**config.mk**
```make
export PLATFORM = sky130hd
export DESIGN_NAME = vadd_ctrl_regs
export DESIGN_NICKNAME = d
export VERILOG_FILES = /design/src/rtl/vadd_ctrl_regs.sv
export SDC_FILE = /design/constraint.sdc
export NUM_CORES = 1
export LEC_CHECK = 0
export CORE_MARGIN = 2
export CORE_UTILIZATION = 50
export DETAILED_ROUTE_END_ITERATION = 10
export PLACE_DENSITY = 0.89
export SLEW_MARGIN = 20
export SYNTH_ARGS = -nofsm -noshare
export SYNTH_HDL_FRONTEND = slang
export SYNTH_SLANG_ARGS = --single-unit
```
**constraint.sdc**
```tcl
create_clock -name clk -period 13.69 [get_ports clk]
set_input_delay 1.369 -clock clk [delete_from_list [all_inputs] [get_ports clk]]
set_output_delay 1.369 -clock clk [all_outputs]
set_load 0.02 [all_outputs]
```
**src/rtl/vadd_ctrl_regs.sv**
```systemverilog
// AXI-Lite register block and command controller for the vector-add engine.
// Host writes configuration, CMD launches the engine from shadow copies, and completion raises an interrupt.
module vadd_ctrl_regs #(
    parameter int AXIL_ADDR_WIDTH = 16,
    parameter int ADDR_WIDTH      = 64,
    parameter int DATA_BYTES      = 32,
    parameter int NUMS_PER_WORD   = 8
) (
    input  logic                       clk,
    input  logic                       rst,
    input  logic                       s_axil_awvalid,
    output logic                       s_axil_awready,
    input  logic [AXIL_ADDR_WIDTH-1:0] s_axil_awaddr,
    input  logic                       s_axil_wvalid,
    output logic                       s_axil_wready,
    input  logic [31:0]                s_axil_wdata,
    input  logic [3:0]                 s_axil_wstrb,
    output logic                       s_axil_bvalid,
    input  logic                       s_axil_bready,
    output logic [1:0]                 s_axil_bresp,
    input  logic                       s_axil_arvalid,
    output logic                       s_axil_arready,
    input  logic [AXIL_ADDR_WIDTH-1:0] s_axil_araddr,
    output logic                       s_axil_rvalid,
    input  logic                       s_axil_rready,
    output logic [31:0]                s_axil_rdata,
    output logic [1:0]                 s_axil_rresp,
    output logic                       eng_start,
    output logic [ADDR_WIDTH-1:0]      eng_a_base,
    output logic [ADDR_WIDTH-1:0]      eng_b_base,
    output logic [ADDR_WIDTH-1:0]      eng_c_base,
    output logic [31:0]                eng_len_words,
    input  logic                       eng_done,
    output logic                       usr_irq_req,
    input  logic                       usr_irq_ack
);

    localparam int ALIGN_BITS = $clog2(DATA_BYTES);
    localparam int NUM_BITS   = $clog2(NUMS_PER_WORD);

    localparam logic [3:0] IDX_CMD     = 4'd0;
    localparam logic [3:0] IDX_A       = 4'd1;
    localparam logic [3:0] IDX_B       = 4'd2;
    localparam logic [3:0] IDX_C       = 4'd3;
    localparam logic [3:0] IDX_LEN     = 4'd4;
    localparam logic [3:0] IDX_STATUS  = 4'd5;
    localparam logic [3:0] IDX_IRQ_CLR = 4'd6;
    localparam logic [3:0] IDX_NONE    = 4'd15;

    localparam logic [1:0] ST_IDLE = 2'd0;
    localparam logic [1:0] ST_BUSY = 2'd1;
    localparam logic [1:0] ST_DONE = 2'd2;

    // Word-aligned offsets 0x00..0x18 map to registers; anything else is a hole.
    function automatic logic [3:0] reg_index(input logic [AXIL_ADDR_WIDTH-1:0] addr);
        logic [3:0] idx;
        if (addr[AXIL_ADDR_WIDTH-1:5] != '0 || addr[1:0] != 2'b00 || addr[4:2] == 3'd7)
            idx = IDX_NONE;
        else
            idx = {1'b0, addr[4:2]};
        return idx;
    endfunction

    function automatic logic [31:0] merge_strb(input logic [31:0] old_val,
                                               input logic [31:0] new_val,
                                               input logic [3:0]  strb);
        logic [31:0] res;
        res = old_val;
        for (int i = 0; i < 4; i++)
            if (strb[i]) res[8*i +: 8] = new_val[8*i +: 8];
        return res;
    endfunction

    logic                       live;
    logic                       aw_full;
    logic                       w_full;
    logic [AXIL_ADDR_WIDTH-1:0] aw_addr_q;
    logic [31:0]                w_data_q;
    logic [3:0]                 w_strb_q;
    logic [31:0]                a_base_r;
    logic [31:0]                b_base_r;
    logic [31:0]                c_base_r;
    logic [31:0]                vec_len_r;
    logic [1:0]                 state;
    logic                       done_r;
    logic                       cfg_err_r;
    logic                       drop_r;
    logic                       wr_commit;
    logic [3:0]                 wr_idx;
    logic                       start_req;
    logic                       irq_clr;
    logic                       cfg_ok;
    logic [31:0]                status_word;
    logic [31:0]                rd_word;

    // live holds the ready outputs low while reset is asserted and for the first cycle after.
    assign s_axil_awready = live && !aw_full && !s_axil_bvalid;
    assign s_axil_wready  = live && !w_full && !s_axil_bvalid;
    assign s_axil_arready = live && !s_axil_rvalid;
    assign s_axil_bresp   = 2'b00;
    assign s_axil_rresp   = 2'b00;

    assign wr_commit = aw_full && w_full;
    assign wr_idx    = reg_index(aw_addr_q);
    assign start_req = wr_commit && (wr_idx == IDX_CMD) && (w_strb_q != 4'b0000);
    assign irq_clr   = wr_commit && (wr_idx == IDX_IRQ_CLR) && w_data_q[0] && w_strb_q[0];

    assign cfg_ok = (vec_len_r != '0) &&
                    (vec_len_r[NUM_BITS-1:0] == '0) &&
                    (a_base_r[ALIGN_BITS-1:0] == '0) &&
                    (b_base_r[ALIGN_BITS-1:0] == '0) &&
                    (c_base_r[ALIGN_BITS-1:0] == '0);

    assign status_word = {28'd0, drop_r, cfg_err_r, done_r, (state == ST_BUSY)};

    always_comb begin
        rd_word = '0;
        case (reg_index(s_axil_araddr))
            IDX_A:      rd_word = a_base_r;
            IDX_B:      rd_word = b_base_r;
            IDX_C:      rd_word = c_base_r;
            IDX_LEN:    rd_word = vec_len_r;
            IDX_STATUS: rd_word = status_word;
            default:    rd_word = '0;
        endcase
    end

    // AW and W are held in independent one-deep slots; a write commits once both are full.
    always_ff @(posedge clk or posedge rst) begin
        if (rst) begin
            live          <= 1'b0;
            aw_full       <= 1'b0;
            w_full        <= 1'b0;
            aw_addr_q     <= '0;
            w_data_q      <= '0;
            w_strb_q      <= '0;
            s_axil_bvalid <= 1'b0;
        end else begin
            live <= 1'b1;
            if (s_axil_awvalid && s_axil_awready) begin
                aw_full   <= 1'b1;
                aw_addr_q <= s_axil_awaddr;
            end
            if (s_axil_wvalid && s_axil_wready) begin
                w_full   <= 1'b1;
                w_data_q <= s_axil_wdata;
                w_strb_q <= s_axil_wstrb;
            end
            if (wr_commit) begin
                aw_full       <= 1'b0;
                w_full        <= 1'b0;
                s_axil_bvalid <= 1'b1;
            end else if (s_axil_bvalid && s_axil_bready) begin
                s_axil_bvalid <= 1'b0;
            end
        end
    end

    always_ff @(posedge clk or posedge rst) begin
        if (rst) begin
            a_base_r  <= '0;
            b_base_r  <= '0;
            c_base_r  <= '0;
            vec_len_r <= '0;
        end else if (wr_commit) begin
            case (wr_idx)
                IDX_A:   a_base_r  <= merge_strb(a_base_r, w_data_q, w_strb_q);
                IDX_B:   b_base_r  <= merge_strb(b_base_r, w_data_q, w_strb_q);
                IDX_C:   c_base_r  <= merge_strb(c_base_r, w_data_q, w_strb_q);
                IDX_LEN: vec_len_r <= merge_strb(vec_len_r, w_data_q, w_strb_q);
                default: ;
            endcase
        end
    end

    // Clears are applied first so a same-cycle completion (set) overrides them.
    always_ff @(posedge clk or posedge rst) begin
        if (rst) begin
            state         <= ST_IDLE;
            eng_start     <= 1'b0;
            eng_a_base    <= '0;
            eng_b_base    <= '0;
            eng_c_base    <= '0;
            eng_len_words <= '0;
            done_r        <= 1'b0;
            cfg_err_r     <= 1'b0;
            drop_r        <= 1'b0;
            usr_irq_req   <= 1'b0;
        end else begin
            eng_start <= 1'b0;
            if (irq_clr) begin
                done_r      <= 1'b0;
                cfg_err_r   <= 1'b0;
                drop_r      <= 1'b0;
                usr_irq_req <= 1'b0;
            end
            if (usr_irq_ack)
                usr_irq_req <= 1'b0;
            case (state)
                ST_IDLE, ST_DONE: begin
                    state <= ST_IDLE;
                    if (start_req) begin
                        if (cfg_ok) begin
                            eng_a_base    <= {{(ADDR_WIDTH-32){1'b0}}, a_base_r};
                            eng_b_base    <= {{(ADDR_WIDTH-32){1'b0}}, b_base_r};
                            eng_c_base    <= {{(ADDR_WIDTH-32){1'b0}}, c_base_r};
                            eng_len_words <= vec_len_r >> NUM_BITS;
                            eng_start     <= 1'b1;
                            state         <= ST_BUSY;
                        end else begin
                            cfg_err_r <= 1'b1;
                        end
                    end
                end
                ST_BUSY: begin
                    if (start_req)
                        drop_r <= 1'b1;
                    if (eng_done) begin
                        state       <= ST_DONE;
                        done_r      <= 1'b1;
                        usr_irq_req <= 1'b1;
                    end
                end
                default: state <= ST_IDLE;
            endcase
        end
    end

    always_ff @(posedge clk or posedge rst) begin
        if (rst) begin
            s_axil_rvalid <= 1'b0;
            s_axil_rdata  <= '0;
        end else if (s_axil_arvalid && s_axil_arready) begin
            s_axil_rvalid <= 1'b1;
            s_axil_rdata  <= rd_word;
        end else if (s_axil_rvalid && s_axil_rready) begin
            s_axil_rvalid <= 1'b0;
        end
    end

endmodule
```
==> impl_metrics.tcl, run 1 <==
set metrics [dict create \
    drive_gt1_share_pct 27.1 \
    area_growth_pct 23.8 \
    insertion_delay_ns 0.51 \
    ys_ff_latch 349 \
    ir_drop_uv 86.1 \
    worst_slew_pin_slew_ns 1.11 \
    cp.arrival_ns 4.20 \
    syn_area_um2 15000 \
    grt_usage_pct 23.5 \
    wl_um 36600 \
    grt_max_degree 121 \
    place.gp.congestion 0.881 \
    cts.repair.resized 0 \
    utilization_pct 62.7 \
    drt_iter0_markers 711 \
    vias 9520 \
    drv_slew 0 \
    ios 344 \
    critPathKind "reg2reg" \
    cts_root_buf "clkbuf_16" \
    cts_made_buffers 36 \
    p_per_area_nw_per_um2 132 \
    hold_buffers 0 \
    die_area_um2 31300 \
    status "completed" \
    yosys_warnings 0 \
    final.period_utilization_pct 27.9 \
    ant_nets 0 \
    startpoint_type "register" \
    setup_viol 0 \
    ys_types 41 \
    rsz0062_at_grt "false" \
    seq_area_um2 8730 \
    rows 63 \
    dp_hpwl_um 24400 \
    period_minus_slack_ns 3.82 \
    multiInputGateArea_um2 5580 \
    post_cts_buffers 0 \
    nNetsFinal 1412 \
    grt_pass1_vias 9821 \
    most-common-layout-cells "349 x dfrtp_1, 288 x mux2_2, 239 x clkdlybuf4s50_1" \
    setup_tns_ns 0 \
    syn_inst 1100 \
    firstDrtPassIters 5 \
    maxCapViolCount 0 \
    start_util_pct 50.7 \
    grt_pass1_wl_um 56500 \
    core_area_um2 29600 \
    netlist.area_leader.share_pct 58.3 \
    synth.avg_cell_area_um2 13.6 \
    cts_tree "built" \
    required_ns 14.07 \
    wl_per_cell_um 20.9 \
    slew_headroom_pct 26.3 \
    hold_path.class "reg2reg" \
    clk_pin_slew_ns 0.06 \
    finalHoldViolations 0 \
    htreeDepth 2 \
    yosysTopAreaCell "dfrtp_1" \
    finalPower_w 0.00245 \
    numClockSinks 349 \
    final_common_cell "dfrtp_1" \
    end_kind "register" \
    vias_per_cell 5.44 \
    skew_ns 0.0138 \
    remaining_drc_errors 0 \
    antenna_found_initial 1 \
    yosysSeqAreaShare_pct 58.3 \
    die_y_um 177 \
    clock.fmax_mhz 262 \
    clock_path_buffers 3 \
    leakagePower_nw 8.76 \
    cp_max_fo 85 \
    die_w_um 177 \
    grt-ovfl-total 0 \
    synth.top_cells.by_area "dfrtp_1 58%, mux2_2 22%, buf_4 5.5%, mux2_1 2.6%, a22oi_1 1.6%" \
    final.fill_count 2056 \
    portBuffers 240 \
]
logic make-up (layout without fill, tap and decap cells):
logic type             after synthesis  count (layout)  synth area share, %
AO/OA/AOI/OAI                      108             108                 4.59
flip-flops                         349             349                 58.3
AND/OR/NAND/NOR                    157             157                 5.63
multiplexers                       323             323                 24.3
other                                2             105               0.0502
buffers and inverters              161             318                 7.12
where the power goes:
| part | switching, W | internal, W | total, W |
|---|---|---|---|
| combinational | 0.000115 | 0.000117 | 0.000232 |
| sequential | 0.000106 | 0.00112 | 0.00122 |
| clock | 0.000393 | 0.000607 | 0.00100 |
flip-flops by register name (all words and copies together), names as in the netlist, 2 cells and up:
register,flops
a_base_r,32
b_base_r,32
c_base_r,32
eng_a_base,32
eng_b_base,32
eng_c_base,32
s_axil_rdata,32
vec_len_r,32
w_data_q,32
eng_len_words,29
aw_addr_q,16
w_strb_q,4
state,2
layout make-up:
type                    count  area share [%]
multi-input cells         692            30.1
repair buffers            249            13.4
diodes                      1          0.0135
clock inverters            14           0.958
inverters                   7           0.182
well taps                 390            2.63
flip-flops and latches    349            47.1
clock buffers              48            5.60
Yosys cell counts:
cell type and number:
nand4_1 5, buf_6 5, mux2_1 35, o22ai_1 1, a2111o_1 1, conb_1 2
and2_1 3, nand2_1 42, dfrtp_1 349, a21oi_1 24, nor4_2 1, nor4_1 15
inv_1 7, o21ai_0 32, or4b_4 1, nand3b_1 5, nor3b_1 2, buf_4 110
o41ai_1 1, nor3_1 5, a22o_1 6, and4bb_2 1, buf_1 2, a22oi_1 31
o211ai_1 1, a21o_1 3, nor2_4 1, nor4b_2 1, o31ai_1 4, and4b_1 2
nor2_1 32, nand3_1 1, mux2_2 288, buf_2 9, a221oi_1 3, or4_1 3
clkbuf_1 28, and3_1 11, a31o_2 1, nand2b_1 3, nor2b_1 23
worst max-delay path, cell delays in order, from the launching register on:
cell and delay, ns:
dfrtp_1 0.39, nor4_2 0.40, and4b_1 0.42, or4b_4 0.53, nor2_4 0.52, buf_4 0.94
mux2_2 0.43
worst paths after layout:
check | from | to | slack (ns) | depth (start not counted)
min in group asynchronous | rst | eng_c_base[25] | 1.42 | 2
max in group asynchronous | rst | a_base_r[12] | 10.12 | 4
max | aw_addr_q[5] | eng_a_base[14] | 9.87 | 6
min | state[0] | eng_start | 0.47 | 1
min reg2reg | state[0] | eng_start | 0.47 | 1
max reg2reg | aw_addr_q[5] | eng_a_base[14] | 9.87 | 6
per-layer routing:
metal	vias up	wire length, µm	global-route usage [%]
met2	388	18200	39.0
met5	-	0	0
li1	4169	-	-
met1	4887	14600	30.3
met4	0	1100	8.33
met3	76	2710	5.37
through the flow:
step / hold slack, ns / area (µm²) / cells / worst slack, ns
floorplan: 0.425 / 15400 / 1202 / 2.64
global placement: 0.444 / 17300 / 1686 / 9.20
detailed placement: 0.453 / 17300 / 1686 / 9.12
CTS: 0.465 / 18500 / 1748 / 9.41
global route: 0.494 / 18500 / 1750 / 9.67
finish: 0.467 / 18500 / 1750 / 9.87
Power figures use the tool's default switching activity.
==> inputs of run 2 (changes only) <==
CORE_UTILIZATION = 46   (was 50)
PLACE_DENSITY = 0.86   (was 0.89)
clock period = 3.5 ns   (was 13.69 ns; I/O delays follow)
==> run 2 against run 1 <==
Compared with the run above:
- non-clock buffer count up 19
- design area is 0.84% higher
- cell count is 4.2% higher
- via count grew 1.6%
- combinational power rose to 4.0 times the previous value
- critical endpoint is now c_base_r[22]
- largest power group unchanged
- highest routed layer unchanged
==> impl_metrics.tcl, run 2 (synthesis gave the netlist of run 1 again) <==
set metrics [dict create \
    status "completed" \
    wl_per_cell_um 20.9 \
    core_area_um2 32300 \
    p_comb_share_pct 9.8 \
    antenna_found_initial 1 \
    most-common-layout-cells "349 x dfrtp_1, 288 x mux2_2, 239 x clkdlybuf4s50_1" \
    cts_made_buffers 36 \
    leakagePower_nw 8.83 \
    drt_iter0_markers 796 \
    ff2ff_path_depth 4 \
    place_ws_ns 0.691 \
    clkPwrFrac_pct 39.6 \
    cts_tree "built" \
    dp_hpwl_um 26200 \
    cp_max_fo 8 \
    end_kind "register" \
    seq_area_um2 8730 \
    post_cts_buffers 0 \
    start_util_pct 46.4 \
    p_switching_w 0.00242 \
    clock_path_buffers 3 \
    critPathKind "reg2reg" \
    hold_buffers 0 \
    grt_pass1_vias 10079 \
    cts_root_buf "clkbuf_16" \
    worst_slew_pin_slew_ns 1.02 \
    maxCapViolCount 0 \
    die_area_um2 34000 \
    clock.fmax_mhz 353 \
    finalWorstSetupSlack_ns 0.666 \
    p_int_w 0.00704 \
    nNetsFinal 1431 \
    htreeDepth 2 \
    portBuffers 240 \
    holdWs_ns 0.393 \
    grt_usage_pct 22.6 \
    area_growth_pct 24.8 \
    die_y_um 184 \
    multiInputGateArea_um2 5570 \
    power_frac_seq_pct 50.5 \
    firstDrtPassIters 5 \
    rsz0062_at_grt "false" \
    die_w_um 184 \
    startpoint_type "register" \
    clk_pin_slew_ns 0.06 \
    required_ns 3.88 \
    ant_nets 0 \
    rows 66 \
    period_minus_slack_ns 2.83 \
    grt_pass1_wl_um 58700 \
    finalHoldViolations 0 \
    ir_drop_uv 317 \
    final_common_cell "dfrtp_1" \
    slew_headroom_pct 31.6 \
    hold_path.class "in2async" \
    power.share.switching_pct 25.6 \
    utilization_pct 57.9 \
    vias_per_cell 5.30 \
    finalPower_w 0.00946 \
    numClockSinks 349 \
    final.fill_count 2491 \
    cts.repair.resized 0 \
    final.period_utilization_pct 81.0 \
    remaining_drc_errors 0 \
    ios 344 \
    place.gp.congestion 0.856 \
    p_per_area_nw_per_um2 506 \
    setup_viol 0 \
    insertion_delay_ns 0.51 \
    vias 9672 \
    grt_max_degree 92 \
    drv_slew 0 \
    grt-ovfl-total 0 \
    drive_gt1_share_pct 27.8 \
    wl_um 38200 \
    cp.arrival_ns 3.22 \
    skew_ns 0.0188 \
]
-- run 2: power by group through the flow --
stage                     Sequential (W)  Clock [W]  Combinational [W]
after global routing             0.00482    0.00401            0.00100
after global placement           0.00481          0           0.000906
after detailed placement         0.00484          0           0.000934
after floorplan                  0.00469          0           0.000760
after CTS                        0.00477    0.00382           0.000938
final                            0.00478    0.00375           0.000930
-- run 2: final cells by class --
| type | count | area share, % |
|---|---|---|
| antenna | 1 | 0.0134 |
| clock buffer | 55 | 5.74 |
| clock inverter | 10 | 0.462 |
| inverter | 7 | 0.161 |
| multi-input combinational | 692 | 29.8 |
| sequential | 349 | 46.7 |
| tap | 442 | 2.96 |
| timing repair buffer | 268 | 14.1 |
-- run 2: metal layers --
metal  up-vias  track usage (%)  share of wire (%)
li1       4205                -                  -
met1      4986             29.0                 41
met2       408             37.9                 49
met3        73             4.45                6.5
met4         0             8.29                3.0
met5         -                0                  0
-- run 2: path summary, 6_finish.rpt --
kind	startpoint	to	slack, ns
hold reg to reg	eng_b_base[20]	eng_b_base[20]	0.48
setup / recovery	aw_addr_q[7]	c_base_r[22]	0.67
max in group asynchronous	rst	b_base_r[1]	2.13
setup reg to reg	aw_addr_q[7]	c_base_r[22]	0.67
min in group clk	s_axil_rready	s_axil_rvalid	0.42
hold / removal	rst	eng_a_base[25]	0.39
-- run 2: metrics by stage --
step                      std cells  area (µm²)  setup TNS (ns)
after CTS                      1823       18700               0
after global routing           1824       18700               0
after floorplan                1202       15400         -531.33
after detailed placement       1758       17500               0
after global placement         1758       17500               0
final                          1824       18700               0
-- run 2: worst max-delay path: stages, from the launching register on --
cell and delay, ns:
dfrtp_1 0.39, or4_1 0.61, nor3b_1 0.61, and3_1 0.68, mux2_2 0.41
